===== src/rtl/mcu_int_pkg.sv =====
// Shared constants, FSM encoding and vector helper for the 8051-style interrupt controller.
package mcu_int_pkg;

  localparam int unsigned NUM_SRC = 5;

  // Source index doubles as polling order: lower index wins within a level.
  localparam logic [2:0] SRC_IE0 = 3'd0;
  localparam logic [2:0] SRC_TF0 = 3'd1;
  localparam logic [2:0] SRC_IE1 = 3'd2;
  localparam logic [2:0] SRC_TF1 = 3'd3;
  localparam logic [2:0] SRC_SI  = 3'd4;

  localparam int unsigned IE_EA  = 7;
  localparam int unsigned IE_ES  = 4;
  localparam int unsigned IE_ET1 = 3;
  localparam int unsigned IE_EX1 = 2;
  localparam int unsigned IE_ET0 = 1;
  localparam int unsigned IE_EX0 = 0;

  localparam int unsigned IP_PS  = 4;
  localparam int unsigned IP_PT1 = 3;
  localparam int unsigned IP_PX1 = 2;
  localparam int unsigned IP_PT0 = 1;
  localparam int unsigned IP_PX0 = 0;

  typedef enum logic [0:0] {
    StIdle,
    StReq
  } int_state_e;

  function automatic logic [15:0] vec_addr(input logic [2:0]  idx,
                                           input logic [15:0] base,
                                           input logic [15:0] stride);
    return base + 16'(idx) * stride;
  endfunction

endpackage


===== src/rtl/mcu_int_extsync.sv =====
// External interrupt pin synchroniser with falling-edge latch or low-level follow.
module mcu_int_extsync
  import mcu_int_pkg::*;
#(
  parameter int unsigned SYNC_STAGES = 2
) (
  input  logic clk,
  input  logic rst,
  input  logic pin_n,
  input  logic edge_mode,
  input  logic clr,
  output logic flag
);

  logic [SYNC_STAGES-1:0] sync_q;
  logic                   prev_q;
  logic                   flag_q;
  logic                   flag_d;
  logic                   synced;
  logic                   fall;

  assign synced = sync_q[SYNC_STAGES-1];
  assign fall   = prev_q & ~synced;

  // A new edge in the same cycle as an ack clear keeps the flag set.
  always_comb begin
    flag_d = flag_q;
    if (edge_mode) begin
      flag_d = fall | (flag_q & ~clr);
    end else begin
      flag_d = ~synced;
    end
  end

  always_ff @(posedge clk or posedge rst) begin
    if (rst) begin
      sync_q <= '1;
      prev_q <= 1'b1;
      flag_q <= 1'b0;
    end else begin
      sync_q <= {sync_q[SYNC_STAGES-2:0], pin_n};
      prev_q <= synced;
      flag_q <= flag_d;
    end
  end

  assign flag = flag_q;

endmodule


===== src/rtl/mcu_int_ctrl.sv =====
// 8051-style interrupt controller: flag latching, two-level priority, req/ack to the CPU.
// Define MCU_INT_SERIAL_EN to add the serial (RI|TI) source on port ri_ti.
module mcu_int_ctrl
  import mcu_int_pkg::*;
#(
  parameter int unsigned SYNC_STAGES   = 2,
  parameter logic [15:0] VECTOR_BASE   = 16'h0003,
  parameter logic [15:0] VECTOR_STRIDE = 16'd8
) (
  input  logic        clk,
  input  logic        rst,
  input  logic        int0_n,
  input  logic        int1_n,
  input  logic        tf0_set,
  input  logic        tf1_set,
  input  logic [7:0]  ie,
  input  logic [4:0]  ip,
  input  logic [1:0]  it,
  input  logic        int_ack,
  input  logic        reti,
`ifdef MCU_INT_SERIAL_EN
  input  logic        ri_ti,
`endif
  output logic        int_req,
  output logic [15:0] int_vector,
  output logic [3:0]  flags,
  output logic [1:0]  in_service
);

  int_state_e         state_q, state_d;
  logic [2:0]         win_idx_q, win_idx_d;
  logic               win_hi_q, win_hi_d;
  logic [15:0]        vec_q, vec_d;
  logic [1:0]         is_q, is_d;
  logic [1:0]         tf_q;

  logic               ie0_flag, ie1_flag, si_flag;
  logic [NUM_SRC-1:0] pend, elig, hi_elig, lo_elig, pick, clr;
  logic [2:0]         win_idx;
  logic               ack_ok;
  logic               unused_ie;

  assign unused_ie = ^ie[6:5];

`ifdef MCU_INT_SERIAL_EN
  assign si_flag = ri_ti;
`else
  assign si_flag = 1'b0;
`endif

  assign ack_ok = (state_q == StReq) & int_ack;

  always_comb begin
    clr = '0;
    for (int i = 0; i < NUM_SRC; i++) begin
      clr[i] = ack_ok & (win_idx_q == 3'(i));
    end
  end

  mcu_int_extsync #(
    .SYNC_STAGES(SYNC_STAGES)
  ) u_ext0 (
    .clk      (clk),
    .rst      (rst),
    .pin_n    (int0_n),
    .edge_mode(it[0]),
    .clr      (clr[SRC_IE0]),
    .flag     (ie0_flag)
  );

  mcu_int_extsync #(
    .SYNC_STAGES(SYNC_STAGES)
  ) u_ext1 (
    .clk      (clk),
    .rst      (rst),
    .pin_n    (int1_n),
    .edge_mode(it[1]),
    .clr      (clr[SRC_IE1]),
    .flag     (ie1_flag)
  );

  assign pend = {si_flag, tf_q[1], ie1_flag, tf_q[0], ie0_flag};

  // IE and IP bit positions line up with the source index.
  always_comb begin
    elig = '0;
    for (int i = 0; i < NUM_SRC; i++) begin
      elig[i] = pend[i] & ie[IE_EA] & ie[i] & (ip[i] ? ~is_q[1] : ~|is_q);
    end
  end

  assign hi_elig = elig & ip;
  assign lo_elig = elig & ~ip;
  assign pick    = (|hi_elig) ? hi_elig : lo_elig;

  always_comb begin
    win_idx = SRC_IE0;
    for (int i = NUM_SRC - 1; i >= 0; i--) begin
      if (pick[i]) win_idx = 3'(i);
    end
  end

  always_comb begin
    state_d   = state_q;
    win_idx_d = win_idx_q;
    win_hi_d  = win_hi_q;
    vec_d     = vec_q;
    is_d      = is_q;

    // RETI retires the innermost level before a same-cycle ack adds one.
    if (reti) begin
      if (is_q[1]) is_d[1] = 1'b0;
      else         is_d[0] = 1'b0;
    end
    if (ack_ok) begin
      if (win_hi_q) is_d[1] = 1'b1;
      else          is_d[0] = 1'b1;
    end

    unique case (state_q)
      StIdle: begin
        if (|elig) begin
          state_d   = StReq;
          win_idx_d = win_idx;
          win_hi_d  = |hi_elig;
          vec_d     = vec_addr(win_idx, VECTOR_BASE, VECTOR_STRIDE);
        end
      end
      StReq: begin
        if (ack_ok || !elig[win_idx_q]) state_d = StIdle;
      end
      default: state_d = StIdle;
    endcase
  end

  always_ff @(posedge clk or posedge rst) begin
    if (rst) begin
      state_q   <= StIdle;
      win_idx_q <= SRC_IE0;
      win_hi_q  <= 1'b0;
      vec_q     <= 16'h0000;
      is_q      <= 2'b00;
      tf_q      <= 2'b00;
    end else begin
      state_q   <= state_d;
      win_idx_q <= win_idx_d;
      win_hi_q  <= win_hi_d;
      vec_q     <= vec_d;
      is_q      <= is_d;
      tf_q[0]   <= tf0_set | (tf_q[0] & ~clr[SRC_TF0]);
      tf_q[1]   <= tf1_set | (tf_q[1] & ~clr[SRC_TF1]);
    end
  end

  assign int_req    = (state_q == StReq);
  assign int_vector = vec_q;
  assign flags      = {tf_q[1], ie1_flag, tf_q[0], ie0_flag};
  assign in_service = is_q;

endmodule


===== config.mk =====
export PLATFORM = sky130hd
export DESIGN_NAME = mcu_int_ctrl
export DESIGN_NICKNAME = d
export VERILOG_FILES = /design/src/rtl/mcu_int_pkg.sv /design/src/rtl/mcu_int_extsync.sv /design/src/rtl/mcu_int_ctrl.sv
export SDC_FILE = /design/constraint.sdc
export NUM_CORES = 1
export LEC_CHECK = 0
export CAP_MARGIN = 20
export CELL_PAD_IN_SITES_DETAIL_PLACEMENT = 1
export CELL_PAD_IN_SITES_GLOBAL_PLACEMENT = 2
export CORE_ASPECT_RATIO = 0.8
export CORE_MARGIN = 3
export CORE_UTILIZATION = 24
export CTS_BUF_LIST = sky130_fd_sc_hd__clkbuf_8
export CTS_CLUSTER_DIAMETER = 50
export DETAILED_ROUTE_END_ITERATION = 8
export PLACE_DENSITY_LB_ADDON = 0.1
export SYNTH_ARGS = -nofsm -noshare
export SYNTH_HDL_FRONTEND = slang
export SYNTH_HIERARCHICAL = 1
export SYNTH_SLANG_ARGS = --single-unit

===== constraint.sdc =====
create_clock -name clk -period 1.9 [get_ports clk]
set_clock_uncertainty 0.05 [all_clocks]
set_input_delay 0.19 -clock clk [delete_from_list [all_inputs] [get_ports clk]]
set_output_delay 0.19 -clock clk [all_outputs]
set_load 0.01 [all_outputs]

Word-level counts from Yosys, hierarchy flattened

Index checks and enable logic that the tools add are counted.

Div/mod/pow operators: 0
Multiply operators: 0
Muxes and demuxes: 22
Order comparisons: 1
Bitwise operators: 38
$add $sub $neg: 1
Reduce and logical (&&, ||, !) cells: 8
Shifts and indexed selects: 0
Equal/unequal tests: 3

Operators with widths:

| kind                                                                          | number |
|---|---|
| 1-bit AND                                                                     | 23 |
| 3-bit two-way mux                                                             | 5 |
| 1-bit two-way mux                                                             | 12 |
| 4-bit by 5-bit AND with 5-bit output                                          | 2 |
| 1-bit inverter                                                                | 8 |
| 2-bit by 6-bit adder with 7-bit output (first input constant)                 | 1 |
| 3-bit by 2-bit == test with 1-bit output (second input constant)              | 2 |
| 5-bit two-way mux                                                             | 1 |
| 5-bit inverter                                                                | 1 |
| 5-bit OR reduction                                                            | 1 |
| 3-bit by 4-bit less-than comparator with 1-bit output (second input constant) | 1 |
| 2-bit two-way mux                                                             | 2 |
| 1-bit OR                                                                      | 4 |
| 4-bit OR reduction                                                            | 1 |
| 1-bit binary-select mux with 3-bit select                                     | 1 |
| 3-bit by 1-bit == test with 1-bit output (second input constant)              | 1 |
| 3-bit zero test                                                               | 1 |
| 1-bit zero test                                                               | 2 |
| 1-bit one-hot mux with 2 select lines                                         | 1 |
| 2-bit AND reduction                                                           | 1 |
| 2-bit OR reduction                                                            | 1 |
| 1-bit logical OR                                                              | 1 |

Output and inout bits: 23
Register bits: 33
Input port bits: 23
RAM bits: 0
Bits in latches: 0
Memories kept: 0
Memory bits (read-only): 0

Longest topological paths before layout

Gate-level depths: netlist of run 1.

Depth in word-level cells: 13
Gate-level depth with buffers: 6
Mapped depth without buffers: 5

Modules after synthesis

Netlist of run 1, hierarchy kept.

Modules (own cells, without submodules):

| module          | cells an instance | area each (sq um) | instances | seq. area each (sq um) |
|---|---|---|---|---|
| mcu_int_ctrl    | 68                | 681.9             | 1         | 225.2 |
| mcu_int_extsync | 8                 | 126.4             | 2         | 103.8 |

Least setup slack after synthesis of run 1

No wires, ideal clock.

Kind: flip-flop to flip-flop
Start point: register is_q[1], in the netlist in_service[1]
End point: register win_idx_q[0]
Cell stages (with the launch flop): 7
Clock period less this slack: 1,607 ps
Data arrival time: 1,491 ps
Slack: 293 ps
Library setup time: 66 ps
Cells stage by stage: dfrtp_1 -> nor2b_2 -> buf_6 -> o2111ai_2 -> a41o_1 -> a311oi_2 -> a22o_1

Longest elaborated chain between the ends: 11
Elaborated cells on any way between the ends: 21

Ends and longest elaborated chain:

| item                                 | RTL line            | RTL |
|---|---|---|
| start, declared                      | mcu_int_ctrl.sv:34  | `logic [1:0] is_q, is_d;` |
| start signal, assigned               | mcu_int_ctrl.sv:149 | `is_q <= is_d;` |
| 2-bit OR reduction                   | -                   |  |
| 1-bit zero test                      | -                   |  |
| 1-bit two-way mux                    | mcu_int_ctrl.sv:88  | `elig[i] = pend[i] & ie[IE_EA] & ie[i] & (ip[i] ? ~is_q[1] : ~\|is_q);` |
| 1-bit AND                            | mcu_int_ctrl.sv:88  |  |
| 4-bit by 5-bit AND with 5-bit output | mcu_int_ctrl.sv:92  | `assign hi_elig = elig & ip;` |
| 5-bit OR reduction                   | mcu_int_ctrl.sv:94  | `assign pick = (\|hi_elig) ? hi_elig : lo_elig;` |
| 5-bit two-way mux                    | mcu_int_ctrl.sv:94  |  |
| 3-bit two-way mux (4 in a row)       | mcu_int_ctrl.sv:99  | `if (pick[i]) win_idx = 3'(i);` |
| end signal, assigned                 | mcu_int_ctrl.sv:146 | `win_idx_q <= win_idx_d;` |
| end, declared                        | mcu_int_ctrl.sv:31  | `logic [2:0] win_idx_q, win_idx_d;` |

Several ways; a longest one is shown, not always the timed one.
A chain may end at the register's enable or synchronous reset.

Final worst setup path of run 1

Same ends and word-level chain as after synthesis.

==> results of run 1 <==
[layout make-up]
type                    count  area (um2)  area share (%)
clock buffers               3        41.3            3.15
clock inverters             1        3.75           0.286
inverters                   6        22.5            1.72
multi-input cells          56         404            30.8
flip-flops and latches     17         433            33.0
well taps                  52        65.1            4.96
repair buffers             36         343            26.1
[kinds of logic (layout without fill, tap and decap cells)]
kind of cell	Yosys count	in the layout
buffers and inverters	22	46
flip-flops	17	17
other	1	12
AND/OR/NAND/NOR	21	21
multiplexers	1	1
AO/OA/AOI/OAI	22	22
[registers in the layout, summed over array words and instances, names as in the netlist]
signal and cells:
u_ext1/flag 1, in_service 2, u_ext1/sync_q 2, win_hi_q 1, tf_q 2, u_ext0/sync_q 2, u_ext1/prev_q 1, win_idx_q 1
int_req 1, u_ext0/flag 1, u_ext0/prev_q 1, int_vector 2
[where the power goes]
group / switching [uW] / leakage [uW] / internal [uW]
combinational: 208 / 0.000308 / 273
sequential: 98.0 / 0.000189 / 441
clock: 107 / 0.0000269 / 143
total: 413 / 0.000524 / 856
[metal layers]
metal  GRT usage [%]  wire length [um]  part of all wire [%]  vias up
li1                -                 -                     -      361
met5               0                 0                     0        -
met4            2.24                13                  0.58        0
met3            4.18               134                   6.0        2
met1            14.5              1060                    47      360
met2            16.0              1020                    46       25
[critical path, stage by stage, from the launching register on]
cell and delay (ps):
dfrtp_1 410, nor2b_2 140, buf_4 180, o2111ai_1 200, a41o_2 320, a311oi_2 230, a22o_1 160
[cell usage in the layout, fill, tap and decap left out, drive strengths merged, types with 3 or more instances in the layout]
master	Yosys	layout
o2111ai	4	4
o21ai	6	6
clkdlybuf4s50	0	29
nand4	5	5
dfstp	6	6
inv	6	7
dfrtp	11	11
conb	1	12
nor2b	3	3
buf	16	7
clkbuf	0	3
[what timing repair did]
item / 4_1_cts / 5_1_grt
setup endpoints to repair: 0 / 2
gates resized for setup: 0 / 2
hold buffers: 0 / 0
[path summary, 6_finish.rpt]
check / from / to / slack (ps) / cells past startpoint
max reg2reg: in_service[1] / win_idx_q[0] / 150 / 6
max in group asynchronous: rst / win_idx_q[0] / 1330 / 2
min: rst / u_ext1/flag / 130 / 2
min in group clk: u_ext1/sync_q[0] / u_ext1/sync_q[1] / 300 / 0
max: in_service[1] / win_idx_q[0] / 150 / 6
min reg2reg: u_ext1/sync_q[0] / u_ext1/sync_q[1] / 300 / 0
[metrics by stage]
stage | instance area, um2 | instances
2_1_floorplan | 976 | 95
3_3_place_gp | 1260 | 167
3_5_place_dp | 1260 | 167
4_1_cts | 1310 | 171
5_1_grt | 1310 | 171
6_report | 1310 | 171
==> impl_metrics.toml, run 1 <==
[clock_tree]
post_cts_buffers = 0
cts_tree = "yes"
h-tree-depth = 1
tritoncts.num_buffers = 3
cts_root_buf = "clkbuf_8"
cts_buffer_depth = 2
clk_latency_ps = 240
clk_pin_slew_ps = 60
cts_sinks = 17

[logic_synthesis]
synthSimpleGateAreaFrac_pct = 15.1
ys_types = 34
post-synth-top-count-cell = "buf_4"
ys_ff_latch = 17
yosysWarnings = 6
synth_top_family_by_area = "compound AO/OA/AOI/OAI gates"
yosys.area.top_type = "dfrtp_1"
yosysSeqAreaShare_pct = 46.3
synth_ff_type = "dfrtp_1"
synth_fa_ha_area_share_pct = 0
synth-xor-area-share_pct = 0
netlist_instances = 84
synth_edf_count = 0
synth_mux_area_share_pct = 2.81
synth_common_cells = "15 x buf_4, 11 x dfrtp_1, 6 x dfstp_2, 6 x inv_1, 5 x nand4_1"
mappedNetlistArea_um2 = 935
synth-compound-area-share_pct = 19.7
async_flop_share_pct = 100
synth_area_leaders = "dfrtp_1 29%, dfstp_2 17%, buf_4 12%"
syn_area_per_cell_um2 = 11.1
synthDominantCellAreaShare_pct = 29.5

[critical_path]
cp_data_arrival_time_ps = 1880
crit_path_end_kind = "flop"
cp.required_ps = 2030
start_kind = "flop"
crit_fanout = 10
critPathKind = "reg2reg"

[placement]
gp_congestion = 0.695
hpwl_um = 1890
portBuffers = 29
pre_cts_ws_ps = -119

[timing]
fmax_mhz = 572
hold_viol_final = 0
rsz0062_at_grt = "false"
min_period_ps = 1750
worst_slack_ps = 152
hold_slack_ps = 132
drv_slew = 0
setup_tns_ps = 0
finalCritPeriodShare_pct = 92.0
setup_viol = 0

[route]
drt_wl_total_um = 2230
drc = 0
postRouteAntennaNets = 0
dr.first_iter.drc_count = 24
vias = 748
viasPerCell = 4.37
firstDrtPassIters = 4
wl_per_cell_um = 13.0

[floorplan]
core-area_um2 = 3590
dieArea_um2 = 4680
fp.dieH_um = 61.8
initial_core_util_pct = 26.0
die_width_um = 75.8
num_rows = 19
pin_count = 46

[grt]
grt_pass1_wl_um = 3690
antenna_found_initial = 0
grt_pass1_vias = 765
track_usage_pct = 10.6
grt_overflow_total = 0
grt_max_degree = 11

[final_layout]
antenna_cells = 0
drive_gt1_share_pct = 20.2
n_fill_cell = 410
layout.nets = 143
utilization_pct = 36.6
synthToLayoutAreaGrowth_pct = 40.4

[power_and_ir_drop]
p_leak_uw = 0.000524
power_uw = 1270
powerDensity_nw_per_um2 = 967
peakVddDrop_mv = 0.378

[worst_hold_path]
hold_class = "in2async"

[status]
status = "finished, final reports clean"

[run]
cap_violations = 0
Power figures use the tool's default switching activity.
==> inputs of run 2 (changes only) <==
- CORE_MARGIN: 3 -> unset
==> impl_metrics.toml, run 2 (same netlist as run 1, synthesis figures left out) <==
[final_layout]
final_cell_mix = "29 x clkdlybuf4s50_1, 12 x conb_1, 11 x dfrtp_1"
antenna_cells = 0
synthToLayoutAreaGrowth_pct = 39.1
layout_commonest_cell = "clkdlybuf4s50_1"
n_fill_cell = 408
layout.nets = 142
drive_gt1_share_pct = 20.3

[floorplan]
pin_count = 46
core-area_um2 = 3570
fp.dieH_um = 57.8
num_rows = 19
die_width_um = 71.8
dieArea_um2 = 4150
initial_core_util_pct = 26.2

[critical_path]
cp_top_family = "simple AND/OR/NAND/NOR gates"
crit_path_cell_trace = "nor2b_2 -> buf_4 -> nand4_1 -> nor4b_1 -> o41ai_1 -> a22o_1"
cp_data_arrival_time_ps = 1940
start_kind = "flop"
max_stage_delay_ps = 420
crit_fanout = 10
critPathKind = "reg2reg"
worst_path_max_delay_cell = "dfrtp_1"
cp.required_ps = 2040
crit_buf_inv = 1
crit_path_end_kind = "flop"

[timing]
finalCritPeriodShare_pct = 95.0
setup_tns_ps = 0
fmax_mhz = 554
worst_slack_ps = 95.9
min_period_ps = 1800
drv_slew = 0
setup_viol = 0
rsz0062_at_grt = "false"
hold_viol_final = 0

[clock_tree]
h-tree-depth = 1
cts_tree = "yes"
tritoncts.num_buffers = 3
clk_latency_ps = 250
clk_pin_slew_ps = 60
cts_root_buf = "clkbuf_8"
cts_buffer_depth = 2
holdBufCountCts = 0
cts_sinks = 17

[power_and_ir_drop]
powerDensity_nw_per_um2 = 987
p_leak_uw = 0.000521
peakVddDrop_mv = 0.368

[placement]
pre_cts_ws_ps = -159
portBuffers = 29
hpwl_um = 1830
gp_congestion = 0.781

[route]
postRouteAntennaNets = 0
viasPerCell = 4.84
vias = 774
drt_wl_total_um = 2270
dr.first_iter.drc_count = 30
firstDrtPassIters = 3
wl_per_cell_um = 14.2
drc = 0

[grt]
track_usage_pct = 11.9
grt_overflow_total = 0
grt_pass1_vias = 775
grt_pass1_wl_um = 3750
antenna_found_initial = 0
grt_max_degree = 11

[worst_hold_path]
hold_class = "in2async"

[status]
status = "finished, final reports clean"

[run]
cap_violations = 0
[run 2: cell count changes in the layout (fill, tap and decap cells not counted), sizes merged]
cell  before  now
buf        7    6
[run 2: worst register-to-register path, stage by stage, from the launching register on]
cell and delay [ps]:
dfrtp_1 420, nor2b_2 160, buf_4 190, nand4_1 230
nor4b_1 220, o41ai_1 290, a22o_1 180
[run 2: layout make-up]
type	instances	area [um2]	area share (%)
Clock buffer	3	41.3	3.18
Clock inverter	1	3.75	0.289
Inverter	6	22.5	1.73
Multi-Input combinational cell	56	412	31.7
Sequential cell	17	433	33.3
Tap cell	42	52.6	4.04
Timing Repair Buffer	35	335	25.8
[run 2: stage by stage]
| stage | hold WS [ps] | utilization (%) | total power [uW] | std cells | area (um2) |
|---|---|---|---|---|---|
| after global placement | 296 | 34.8 | 1020 | 156 | 1240 |
| after floorplan | -96.1 | - | 793 | 95 | 976 |
| after global routing | 145 | 36.5 | 1370 | 160 | 1300 |
| after detailed placement | 297 | 34.8 | 1030 | 156 | 1240 |
| final | 131 | 36.5 | 1280 | 160 | 1300 |
| after CTS | 130 | 36.0 | 1290 | 160 | 1280 |
[run 2: worst paths after layout]
kind | from | to | slack [ps] | cells after the start
setup / recovery | in_service[1] | win_idx_q[0] | 100 | 6
hold / removal | rst | u_ext0/flag | 130 | 2
setup reg to reg | in_service[1] | win_idx_q[0] | 100 | 6
hold reg to reg | u_ext1/sync_q[0] | u_ext1/sync_q[1] | 310 | 0
max in group asynchronous | rst | win_idx_q[0] | 1310 | 2
min in group clk | int0_n | u_ext0/sync_q[0] | 290 | 1
[run 2: power by group]
group          total (uW)  internal, uW  switching, uW
logic                 483           273            210
registers             542           441            101
clock network         258           143            115
[run 2: layer usage]
layer | wire, um | vias up | track usage [%]
met1 | 1100 | 391 | 15.8
met5 | 0 | - | 0
met4 | 0 | 0 | 1.68
met3 | 99 | 0 | 4.17
met2 | 1070 | 24 | 19.4
li1 | - | 359 | -
[run 2: timing repair]
item	4_1_cts	5_1_grt
gates resized for setup	0	3
setup endpoints to repair	0	2
buffers inserted	0	0
==> inputs of run 3 (changes only) <==
- HOLD_SLACK_MARGIN: unset -> 0.03
==> results of run 3 <==
Final layout, timing and power as in run 2 (identical DEF).
